<file path="src/rtl/maquina_de_bebidas_param_if.sv">
// maquina_de_bebidas_param_if: front-panel / actuator bundle for the vending controller.
//   Panel inputs : mc, md (5/10-unit coin pulses), ha (water), hs (per-drink ingredient),
//                  bsel (one-hot drink buttons), bcancel (refund request).
//   Status/actuators: dispensando, bebida_id, devolver, rechazo, falta, falla, credito, estado.
//   master = front panel / environment, slave = controller.
interface maquina_de_bebidas_param_if #(
    parameter int unsigned N_BEBIDAS = 2,
    parameter int unsigned CREDIT_W  = 6
);
    localparam int unsigned ID_W = (N_BEBIDAS > 1) ? $clog2(N_BEBIDAS) : 1;

    logic                 mc;
    logic                 md;
    logic                 ha;
    logic [N_BEBIDAS-1:0] hs;
    logic [N_BEBIDAS-1:0] bsel;
    logic                 bcancel;
    logic                 dispensando;
    logic [ID_W-1:0]      bebida_id;
    logic                 devolver;
    logic                 rechazo;
    logic                 falta;
    logic                 falla;
    logic [CREDIT_W-1:0]  credito;
    logic [1:0]           estado;

    modport master (
        output mc, md, ha, hs, bsel, bcancel,
        input  dispensando, bebida_id, devolver, rechazo, falta, falla, credito, estado
    );

    modport slave (
        input  mc, md, ha, hs, bsel, bcancel,
        output dispensando, bebida_id, devolver, rechazo, falta, falla, credito, estado
    );
endinterface

</file>
<file path="src/rtl/maquina_de_bebidas_param.sv">
// maquina_de_bebidas_param: parametrised beverage-vending controller.
//   clk  : single clock, rising edge
//   rst  : asynchronous active-low reset
//   bus  : slave side of maquina_de_bebidas_param_if (coins, sensors, buttons in;
//          dispenser, coin return, status pulses, credit and state out).
// Credit is kept in 5-unit units. All outputs are registered.
module maquina_de_bebidas_param #(
    parameter int unsigned N_BEBIDAS      = 2,
    parameter int unsigned CREDIT_W       = 6,
    parameter int unsigned PRECIO         = 2,
    parameter int unsigned PREP_CYCLES    = 8,
    parameter int unsigned TIMEOUT_CYCLES = 64
) (
    input logic                       clk,
    input logic                       rst,
    maquina_de_bebidas_param_if.slave bus
);
    localparam int unsigned ID_W = (N_BEBIDAS > 1) ? $clog2(N_BEBIDAS) : 1;
    localparam int unsigned TO_W = $clog2(TIMEOUT_CYCLES);
    localparam int unsigned PR_W = (PREP_CYCLES > 1) ? $clog2(PREP_CYCLES) : 1;
    // Two guard bits so credit + 3 never wraps before the saturation compare.
    localparam int unsigned CX_W = CREDIT_W + 2;

    localparam logic [1:0] IDLE     = 2'd0;
    localparam logic [1:0] CREDITO  = 2'd1;
    localparam logic [1:0] PREPARAR = 2'd2;
    localparam logic [1:0] CAMBIO   = 2'd3;

    localparam logic [CX_W-1:0] CREDIT_MAX = {2'b00, {CREDIT_W{1'b1}}};
    localparam logic [CX_W-1:0] PRICE      = CX_W'(PRECIO);
    localparam logic [TO_W-1:0] TO_LAST    = TO_W'(TIMEOUT_CYCLES - 1);
    localparam logic [PR_W-1:0] PR_LAST    = PR_W'(PREP_CYCLES - 1);

    logic [1:0]          estado_q, estado_d;
    logic [CREDIT_W-1:0] credito_q, credito_d;
    logic [ID_W-1:0]     id_q, id_d;
    logic [TO_W-1:0]     to_q, to_d;
    logic [PR_W-1:0]     prep_q, prep_d;
    logic                disp_q, dev_q;
    logic                rech_q, rech_d;
    logic                falta_q, falta_d;
    logic                falla_q, falla_d;

    logic                coin, coin_fits, sel_valid, drink_ok, activity;
    logic [CX_W-1:0]     coin_v, credit_x, credit_new;
    logic [ID_W-1:0]     sel_idx;

    assign coin      = bus.mc | bus.md;
    assign coin_v    = CX_W'({bus.md, bus.mc});
    assign credit_x  = {2'b00, credito_q};
    assign coin_fits = (credit_x + coin_v) <= CREDIT_MAX;
    assign sel_valid = $onehot(bus.bsel);
    assign drink_ok  = bus.ha && (|(bus.hs & bus.bsel));
    assign activity  = (coin && coin_fits) || bus.bcancel || (|bus.bsel);
    assign credito_d = credit_new[CREDIT_W-1:0];

    always_comb begin
        sel_idx = '0;
        for (int i = 0; i < N_BEBIDAS; i++) begin
            if (bus.bsel[i]) sel_idx = ID_W'(i);
        end
    end

    always_comb begin
        estado_d   = estado_q;
        credit_new = credit_x;
        id_d       = id_q;
        to_d       = '0;
        prep_d     = '0;
        rech_d     = 1'b0;
        falta_d    = 1'b0;
        falla_d    = 1'b0;
        unique case (estado_q)
            IDLE: begin
                if (coin) begin
                    if (coin_fits) begin
                        credit_new = credit_x + coin_v;
                        estado_d   = CREDITO;
                    end else begin
                        rech_d = 1'b1;
                    end
                end
            end
            CREDITO: begin
                // Button decision uses the registered credit; a same-cycle coin lands on top.
                if (bus.bcancel) begin
                    estado_d = CAMBIO;
                end else if (sel_valid) begin
                    if (credit_x < PRICE) begin
                        falta_d = 1'b1;
                    end else if (!drink_ok) begin
                        falla_d  = 1'b1;
                        estado_d = CAMBIO;
                    end else begin
                        credit_new = credit_x - PRICE;
                        id_d       = sel_idx;
                        estado_d   = PREPARAR;
                    end
                end
                if (coin) begin
                    if (coin_fits) credit_new = credit_new + coin_v;
                    else           rech_d     = 1'b1;
                end
                if (activity) begin
                    to_d = '0;
                end else if (to_q == TO_LAST) begin
                    estado_d = CAMBIO;
                end else begin
                    to_d = to_q + 1'b1;
                end
            end
            PREPARAR: begin
                rech_d = coin;
                if (prep_q == PR_LAST) estado_d = CAMBIO;
                else                   prep_d   = prep_q + 1'b1;
            end
            CAMBIO: begin
                rech_d = coin;
                if (credit_x != '0) credit_new = credit_x - 1'b1;
            end
        endcase
        // CAMBIO only while there is something left to return.
        if (estado_d == CAMBIO && credit_new == '0) estado_d = IDLE;
    end

    always_ff @(posedge clk or negedge rst) begin
        if (!rst) begin
            estado_q  <= IDLE;
            credito_q <= '0;
            id_q      <= '0;
            to_q      <= '0;
            prep_q    <= '0;
            disp_q    <= 1'b0;
            dev_q     <= 1'b0;
            rech_q    <= 1'b0;
            falta_q   <= 1'b0;
            falla_q   <= 1'b0;
        end else begin
            estado_q  <= estado_d;
            credito_q <= credito_d;
            id_q      <= id_d;
            to_q      <= to_d;
            prep_q    <= prep_d;
            disp_q    <= (estado_d == PREPARAR);
            dev_q     <= (estado_d == CAMBIO);
            rech_q    <= rech_d;
            falta_q   <= falta_d;
            falla_q   <= falla_d;
        end
    end

    assign bus.estado      = estado_q;
    assign bus.credito     = credito_q;
    assign bus.bebida_id   = id_q;
    assign bus.dispensando = disp_q;
    assign bus.devolver    = dev_q;
    assign bus.rechazo     = rech_q;
    assign bus.falta       = falta_q;
    assign bus.falla       = falla_q;
endmodule

</file>
<file path="src/flat_wrapper.sv">
// flat-port wrapper written by rule: the top's interface ports become plain ports
module maquina_de_bebidas_param_flat 
#(
    parameter int unsigned N_BEBIDAS      = 2,
    parameter int unsigned CREDIT_W       = 6,
    parameter int unsigned PRECIO         = 2,
    parameter int unsigned PREP_CYCLES    = 8,
    parameter int unsigned TIMEOUT_CYCLES = 64
)
  (clk, rst, bus_mc, bus_md, bus_ha, bus_hs, bus_bsel, bus_bcancel, bus_dispensando, bus_bebida_id, bus_devolver, bus_rechazo, bus_falta, bus_falla, bus_credito, bus_estado);
  maquina_de_bebidas_param_if #(.N_BEBIDAS(N_BEBIDAS), .CREDIT_W(CREDIT_W)) bus_i ();
  input logic clk;
  input logic rst;
  input wire logic [$bits(bus_i.mc)-1:0] bus_mc;
  input wire logic [$bits(bus_i.md)-1:0] bus_md;
  input wire logic [$bits(bus_i.ha)-1:0] bus_ha;
  input wire logic [$bits(bus_i.hs)-1:0] bus_hs;
  input wire logic [$bits(bus_i.bsel)-1:0] bus_bsel;
  input wire logic [$bits(bus_i.bcancel)-1:0] bus_bcancel;
  output wire logic [$bits(bus_i.dispensando)-1:0] bus_dispensando;
  output wire logic [$bits(bus_i.bebida_id)-1:0] bus_bebida_id;
  output wire logic [$bits(bus_i.devolver)-1:0] bus_devolver;
  output wire logic [$bits(bus_i.rechazo)-1:0] bus_rechazo;
  output wire logic [$bits(bus_i.falta)-1:0] bus_falta;
  output wire logic [$bits(bus_i.falla)-1:0] bus_falla;
  output wire logic [$bits(bus_i.credito)-1:0] bus_credito;
  output wire logic [$bits(bus_i.estado)-1:0] bus_estado;
  assign bus_i.mc = bus_mc;
  assign bus_i.md = bus_md;
  assign bus_i.ha = bus_ha;
  assign bus_i.hs = bus_hs;
  assign bus_i.bsel = bus_bsel;
  assign bus_i.bcancel = bus_bcancel;
  assign bus_dispensando = bus_i.dispensando;
  assign bus_bebida_id = bus_i.bebida_id;
  assign bus_devolver = bus_i.devolver;
  assign bus_rechazo = bus_i.rechazo;
  assign bus_falta = bus_i.falta;
  assign bus_falla = bus_i.falla;
  assign bus_credito = bus_i.credito;
  assign bus_estado = bus_i.estado;
  maquina_de_bebidas_param #(.N_BEBIDAS(N_BEBIDAS), .CREDIT_W(CREDIT_W), .PRECIO(PRECIO), .PREP_CYCLES(PREP_CYCLES), .TIMEOUT_CYCLES(TIMEOUT_CYCLES)) u_core (.clk(clk), .rst(rst), .bus(bus_i));
endmodule
</file>
<file path="config.mk">
export PLATFORM = sky130hd
export DESIGN_NAME = maquina_de_bebidas_param_flat
export DESIGN_NICKNAME = d
export VERILOG_FILES = /design/src/rtl/maquina_de_bebidas_param_if.sv /design/src/rtl/maquina_de_bebidas_param.sv /design/src/flat_wrapper.sv
export SDC_FILE = /design/constraint.sdc
export NUM_CORES = 1
export LEC_CHECK = 0
export CORE_AREA = 2 2 88 90
export DETAILED_ROUTE_END_ITERATION = 10
export DIE_AREA = 0 0 90 92
export GPL_TIMING_DRIVEN = 0
export PLACE_DENSITY = 0.55
export SYNTH_ARGS = -nofsm -noshare
export SYNTH_HDL_FRONTEND = slang
export SYNTH_SLANG_ARGS = --single-unit
</file>
<file path="constraint.sdc">
create_clock -name clk -period 3.63 [get_ports clk]
set_clock_uncertainty 0.2 [all_clocks]
set_input_delay 0.363 -clock clk [delete_from_list [all_inputs] [get_ports clk]]
set_output_delay 0.363 -clock clk [all_outputs]
set_load 0.005 [all_outputs]
</file>
Yosys cells after proc, flatten, opt, wreduce, memory -nomap -nowiden --
Index checks and enable logic that the tools add are counted.
Storage, ports and cells: output and inout port bits 14, word-level logic and storage cells 85, input port bits 10, register bits after elaboration 23
Operators by class: add/sub/neg operators 7, order comparisons 2, reduce and logical (&&, ||, !) cells 13, equality and inequality tests 9, multiplexer cells 40, bitwise operators 4
Operators by type and width (number):
- $mux 8 | 10
- $pmux 8 s3 | 1
- $mux 2 | 9
- $mux 6 | 3
- $mux 1 | 13
- $eq 2x2->1 const B | 5
- $add 8x2->8 | 1
- $le 8x6->1 const B | 1
- $logic_not 8->1 | 1
- $reduce_bool 8->1 | 1
- $reduce_or 2->1 | 4
- $add 6x2->7 | 1
- $sub 6x1->7 const B | 1
- $sub 6x2->7 const B | 1
- $add 6x1->6 const B | 1
- $eq 6x6->1 const B | 1
- $lt 6x2->1 const B | 1
- $mux 3 | 2
- $pmux 2 s3 | 1
- $reduce_and 5->1 | 1
- $eq 2x1->1 const B | 2
- $add 3x1->3 const B | 1
- $eq 3x3->1 const B | 1
- $logic_and 1x1->1 | 3
- other kinds (7) | 9

Depth between registers and ports, before layout --
word-level depth 16, depth in mapped cells 14

Least setup slack after synthesis --
OpenSTA, ideal clock, no wires.
kind register to register, start point reg u_core.credito_q[2] (netlist: u_core.bus.credito[2]), end point reg u_core.dev_q (netlist: u_core.bus.devolver), arrival 3113 ps, path slack 181 ps, stages on the path, launching flop included 12, data required time 3294 ps, path buffers 1, clock period less this slack 3449 ps, setup time 136 ps, path through dfrtp_1 > buf_4 > inv_1 > ha_1 > nor4b_2 > nor3_4 > xnor2_1 > fa_1 > mux4_2 > o21a_1 > nor4_2 > a21oi_1
Between the ends: elaborated cells between the ends (all ways) 34, classes of those cells add/sub: 4; order compare: 2; eq/ne: 2; mux: 20; reduce/logical: 6
RTL lines:
- from (decl) | RTL line maquina_de_bebidas_param.sv:35 | logic [CREDIT_W-1:0] credito_q, credito_d;
- from (signal assigned) | RTL line maquina_de_bebidas_param.sv:140 | credito_q <= credito_d;
- $lt 6x2->1 | RTL line maquina_de_bebidas_param.sv:89 | if (credit_x < PRICE) begin
- $mux 8 | RTL line maquina_de_bebidas_param.sv:89
- $mux 8 | RTL line maquina_de_bebidas_param.sv:88 | end else if (sel_valid) begin
- $mux 8 | RTL line maquina_de_bebidas_param.sv:86 | if (bus.bcancel) begin
- $mux 8 | RTL line maquina_de_bebidas_param.sv:73 | unique case (estado_q)
- $add 8x2->8 | RTL line maquina_de_bebidas_param.sv:101 | if (coin_fits) credit_new = credit_new + coin_v;
- $mux 8 | RTL line maquina_de_bebidas_param.sv:101
- $mux 8 | RTL line maquina_de_bebidas_param.sv:100 | if (coin) begin
- $pmux 8 s3 * | RTL line maquina_de_bebidas_param.sv:73
- named net u_core.credit_new[1] | RTL line maquina_de_bebidas_param.sv:45 | logic [CX_W-1:0] coin_v, credit_x, credit_new;
- $logic_not 8->1 * | RTL line maquina_de_bebidas_param.sv:123 | if (estado_d == CAMBIO && credit_new == '0) estado_d = IDLE;
- $logic_and 1x1->1 * | RTL line maquina_de_bebidas_param.sv:123
- $mux 2 * | RTL line maquina_de_bebidas_param.sv:123
- $eq 2x2->1 * | RTL line maquina_de_bebidas_param.sv:145 | dev_q <= (estado_d == CAMBIO);
- to (signal assigned) | RTL line maquina_de_bebidas_param.sv:145
- to (decl) | RTL line maquina_de_bebidas_param.sv:39 | logic disp_q, dev_q;
Mark *: on every way through the listed nets, which the timed path passes. The rest lies on a longest branch. The select of a mux whose other input is x is not followed. A chain may end at the register's enable or synchronous reset.

Worst setup path after layout --
start point in bus_bsel[0], end point reg u_core.dev_q (netlist: u_core.bus.devolver)
Between the ends: longest elaborated chain between the ends 16, elaborated cells between the ends (all ways) 28, classes of those cells add/sub: 2; eq/ne: 3; mux: 16; bitwise: 1; reduce/logical: 6
RTL lines:
- from (decl) | RTL line flat_wrapper.sv:18 | input wire logic [$bits(bus_i.bsel)-1:0] bus_bsel;
- $and 2x2->2 | RTL line maquina_de_bebidas_param.sv:53 | assign drink_ok = bus.ha && (|(bus.hs & bus.bsel));
- $reduce_or 2->1 | RTL line maquina_de_bebidas_param.sv:53
- $logic_and 1x1->1 | RTL line maquina_de_bebidas_param.sv:53
- $mux 8 | RTL line maquina_de_bebidas_param.sv:91 | end else if (!drink_ok) begin
- $mux 8 | RTL line maquina_de_bebidas_param.sv:89
- $mux 8 * | RTL line maquina_de_bebidas_param.sv:88
- $mux 8 * | RTL line maquina_de_bebidas_param.sv:86
- $mux 8 * | RTL line maquina_de_bebidas_param.sv:73
- $add 8x2->8 | RTL line maquina_de_bebidas_param.sv:101
- $mux 8 | RTL line maquina_de_bebidas_param.sv:101
- $mux 8 * | RTL line maquina_de_bebidas_param.sv:100
- $pmux 8 s3 * | RTL line maquina_de_bebidas_param.sv:73
- named net u_core.credit_new[1] | RTL line maquina_de_bebidas_param.sv:45
- $logic_not 8->1 * | RTL line maquina_de_bebidas_param.sv:123
- $logic_and 1x1->1 * | RTL line maquina_de_bebidas_param.sv:123
- $mux 2 * | RTL line maquina_de_bebidas_param.sv:123
- $eq 2x2->1 * | RTL line maquina_de_bebidas_param.sv:145
Marks and branches as above.

==> results.txt <==
----------------------------------------------------
[Setup path]
  Type of the setup path with the least slack ... input pin to flip-flop
  CP Capture Point ... u_core.bus.devolver
  Data arrival time of the critical path ... 3420 ps
  Worst flop-to-flop path startpoint ... u_core.bus.credito[2]
  Startpoint of the most critical setup path ... bus_bsel[0]
  Launching element type of the critical path ... input pin
  Worst reg2reg endpoint ... u_core.bus.devolver
  Setup slack of the most critical reg-to-reg path ... 160 ps
  Data required time at the worst endpoint ... 3580 ps
  Cell depth of the worst flop-to-flop path ... 11
  CP Capture Type ... flip-flop
  Crit Path Max Fanout ... 5

[Synthesis]
  Async set or reset register ratio after synthesis ... 1.00
  Number of synthesized flops with an enable pin ... 0
  Nets in the synthesized netlist ... 230
  Most instantiated flip-flop cell in the synthesis netlist ... sky130_fd_sc_hd__dfrtp_1
  Number of synthesis warnings ... 0
  Synthesized instance count ... 208
  Yosys cell types ... 54
  Mean Syn Cell Area ... 8.67 um^2
  Sequential element share of the synthesized area ... 0.319
  Flops & latches, synth ... 23
  Summed instance area of the synthesized netlist ... 1800 um^2

[Routing]
  Total wirelength of the detailed-routed design ... 4990 um
  Post-route ant nets ... 0
  Via density per instance ... 4.84
  Via Count ... 1656
  Router iterations before antenna repair ... 4
  Final routed wire length divided by cell count ... 14.6 um
  Detailed-route DRC error count ... 0
  Number of design-rule violations left by the first detailed-router iteration ... 105

[Die]
  Area of the core ... 7450 um^2
  Initial core utilization ... 0.242
  Die ar. ... 8280 um^2
  Number of rows in the core area ... 32
  Count of boundary I/O pins ... 24
  Width of the die ... 90 um
  Overall die height ... 92 um

[Place]
  Placer's final routability congestion estimate ... 0.896
  Sum of net half-perimeters after detailed placement ... 3760 um
  Area after DPL ... 2160 um^2
  # port buffers ... 23

[Clock network]
  Clk sink count ... 23
  Clk root buf ... sky130_fd_sc_hd__clkbuf_8
  Depth of the CTS H-tree ... 1
  Clock edge transition at the registers on the reported setup and hold paths ... 90 ps
  Skew-Pair Late Insertion Delay ... 270 ps
  CTS tree ... done
  TritonCTS buffer count ... 3
  Maximum buffer depth of the clock tree ... 2
  Hold-fix buffers at CTS ... 0

[Final layout]
  Fraction of layout instances using a drive strength above 1 ... 0.129
  Most common cell after layout, fill and taps aside ... sky130_fd_sc_hd__clkdlybuf4s50_1
  Commonest cells after routing, fill and taps aside ... 23 x sky130_fd_sc_hd__clkdlybuf4s50_1, 22 x sky130_fd_sc_hd__nor2_1, 22 x sky130_fd_sc_hd__nand2_1, 22 x sky130_fd_sc_hd__dfrtp_1, 12 x sky130_fd_sc_hd__a21oi_1
  Summed area of non-filler cells in the final layout ... 2310 um^2
  Fin nets ... 263
  Total area of multi-input combinational cells ... 1210 um^2
  Fill cells ... 809
  Finished Core Util ... 0.310
  Synth-to-Final Area Change ... 28.2%
  Number of antenna diodes ... 0
  Footprint of the flip-flops and latches ... 577 um^2

[STA]
  Hold slack ... 236 ps
  FMAX ... 288 MHz
  Sum Neg Setup Slack ... 0 ps
  Setup violators final ... 0
  Crit share post-route ... 0.957
  Final Max Tran Viols ... 0
  Final period demand of the worst path ... 3470 ps
  Remaining max-slew budget at the tightest pin ... 0.287
  Slew at the pin with the worst max-slew slack ... 1070 ps
  Final hold violation count ... 0
  Unrepaired setup endpoints after global routing ... no

[GRT]
  Global routing's busiest layer ... met2
  Number of antenna violations at the first check in global routing ... 0
  Vias in the first global route ... 1589
  Met3 global-route usage ... 0.0230
  GRT Overall Usage ... 0.123
  Global-route wire length before repair ... 8280 um
  GR Util met2 ... 0.195
  Aggregate global routing overflow ... 0
  Global Route met1 Usage ... 0.179
  Maximum number of pins on one net before global-route repair ... 24

[Power and ir drop]
  Cell-internal power ... 923 uW
  Clock share of power ... 0.098
  Switching share of total power ... 0.461
  Proportion of power drawn by flip-flops and latches ... 0.236
  Total Power ... 1.71 mW
  Static leakage power ... 0.903 nW
  Switching power summed over all nets ... 789 uW
  Share of power burned in combinational logic ... 0.666
  Max rail drop VDD ... 0.233 mV
  Power per Cell Area ... 741 nW/um^2

[Run]
  Reported max-cap violation count ... 0

[Worst hold path]
  Path class of the lowest-slack min-delay path ... flip-flop to flip-flop

[Status]
  Run status ... finished, final reports clean

----------------------------------------------------
==> state kept, by name (all words and copies together) (netlist names) <==
| register | cells |
|---|---|
| u_core.bus.credito | 6 |
| u_core.prep_q | 3 |
| u_core.bus.rechazo | 1 |
| u_core.bus.dispensando | 1 |
| u_core.bus.falla | 1 |
| u_core.bus.bebida_id | 1 |
| u_core.bus.estado | 2 |
| u_core.bus.devolver | 1 |
| u_core.bus.falta | 1 |
| u_core.to_q | 6 |
==> critical path: stages <==
cell	delay [ps]
sky130_fd_sc_hd__clkdlybuf4s50_1	500
sky130_fd_sc_hd__inv_1	60
sky130_fd_sc_hd__ha_1	340
sky130_fd_sc_hd__nand3b_1	160
sky130_fd_sc_hd__nor3_4	230
sky130_fd_sc_hd__xnor2_2	170
sky130_fd_sc_hd__fa_1	440
sky130_fd_sc_hd__mux4_2	490
sky130_fd_sc_hd__o21a_1	230
sky130_fd_sc_hd__nor4_4	320
sky130_fd_sc_hd__a21oi_1	110
==> repair_timing <==
item                                   4_1_cts  5_1_grt
setup endpoints to repair                    3        3
endpoints found under the hold margin        0        0
buffers inserted                             3        2
pin swaps                                    2        3
resized for setup                            4        7
==> synth_stat cells, types with 4 or more instances <==
library cell,n,share of area
sky130_fd_sc_hd__dfrtp_1,23,0.32
sky130_fd_sc_hd__nor2_1,22,0.046
sky130_fd_sc_hd__nor3_1,9,0.025
sky130_fd_sc_hd__a31oi_1,5,0.017
sky130_fd_sc_hd__buf_4,4,0.017
sky130_fd_sc_hd__nand2_1,22,0.046
sky130_fd_sc_hd__inv_1,8,0.017
sky130_fd_sc_hd__a21oi_1,12,0.033
sky130_fd_sc_hd__ha_1,10,0.069
sky130_fd_sc_hd__or3_1,7,0.024
sky130_fd_sc_hd__xnor2_1,7,0.034
sky130_fd_sc_hd__nand3_1,4,0.011
sky130_fd_sc_hd__o21ai_0,8,0.022
==> layer usage <==
layer | vias up | part of all wire
li1 | 834 | -
met1 | 774 | 0.50
met2 | 46 | 0.45
met3 | 2 | 0.040
met4 | 0 | 0.0038
met5 | - | 0
==> through the flow <==
step,setup WS [ps],cells
floorplan,181,208
global placement,-468,333
detailed placement,-457,333
CTS,37.3,340
global route,12.1,342
finish,155,342
==> cell type report <==
| class | instances | share of cell area |
|---|---|---|
| buffer | 8 | 0.0200 |
| clock buffer | 3 | 0.0179 |
| clock inverter | 1 | 0.00325 |
| inverter | 8 | 0.0146 |
| multi-input combinational | 169 | 0.524 |
| sequential | 23 | 0.250 |
| tap | 102 | 0.0552 |
| timing repair buffer | 28 | 0.116 |
==> worst min path at each step <==
stage | start | end | slack, ps | cells after the start
after floorplan | rst | u_core.bus.bebida_id | -130 | 0
after global placement | u_core.prep_q[0] | u_core.prep_q[0] | 230 | 1
after detailed placement | u_core.prep_q[0] | u_core.prep_q[0] | 230 | 1
after CTS | u_core.prep_q[0] | u_core.prep_q[0] | 240 | 1
after global routing | u_core.prep_q[0] | u_core.prep_q[0] | 260 | 1
final | u_core.prep_q[0] | u_core.prep_q[0] | 240 | 1
==> power by group through the flow <==
stage	clock network, mW	registers [mW]	logic (mW)
6_report	0.168	0.405	1.14
3_3_place_gp	0	0.410	1.03
3_5_place_dp	0	0.409	1.03
2_1_floorplan	0	0.395	0.679
4_1_cts	0.176	0.405	1.08
5_1_grt	0.189	0.418	1.25
==> logic make-up (layout without fill, tap and decap cells) <==
logic type / after synthesis / after routing / share of synthesized area
multiplexers: 5 / 5 / 0.0354
XOR/XNOR: 8 / 8 / 0.0389
adder cells (fa/ha/maj): 12 / 12 / 0.0916
AND/OR/NAND/NOR: 97 / 97 / 0.303
AO/OA/AOI/OAI: 47 / 47 / 0.170
buffers and inverters: 16 / 48 / 0.0423
flip-flops: 23 / 23 / 0.319
Note: power is estimated with default switching activity, not from simulation.
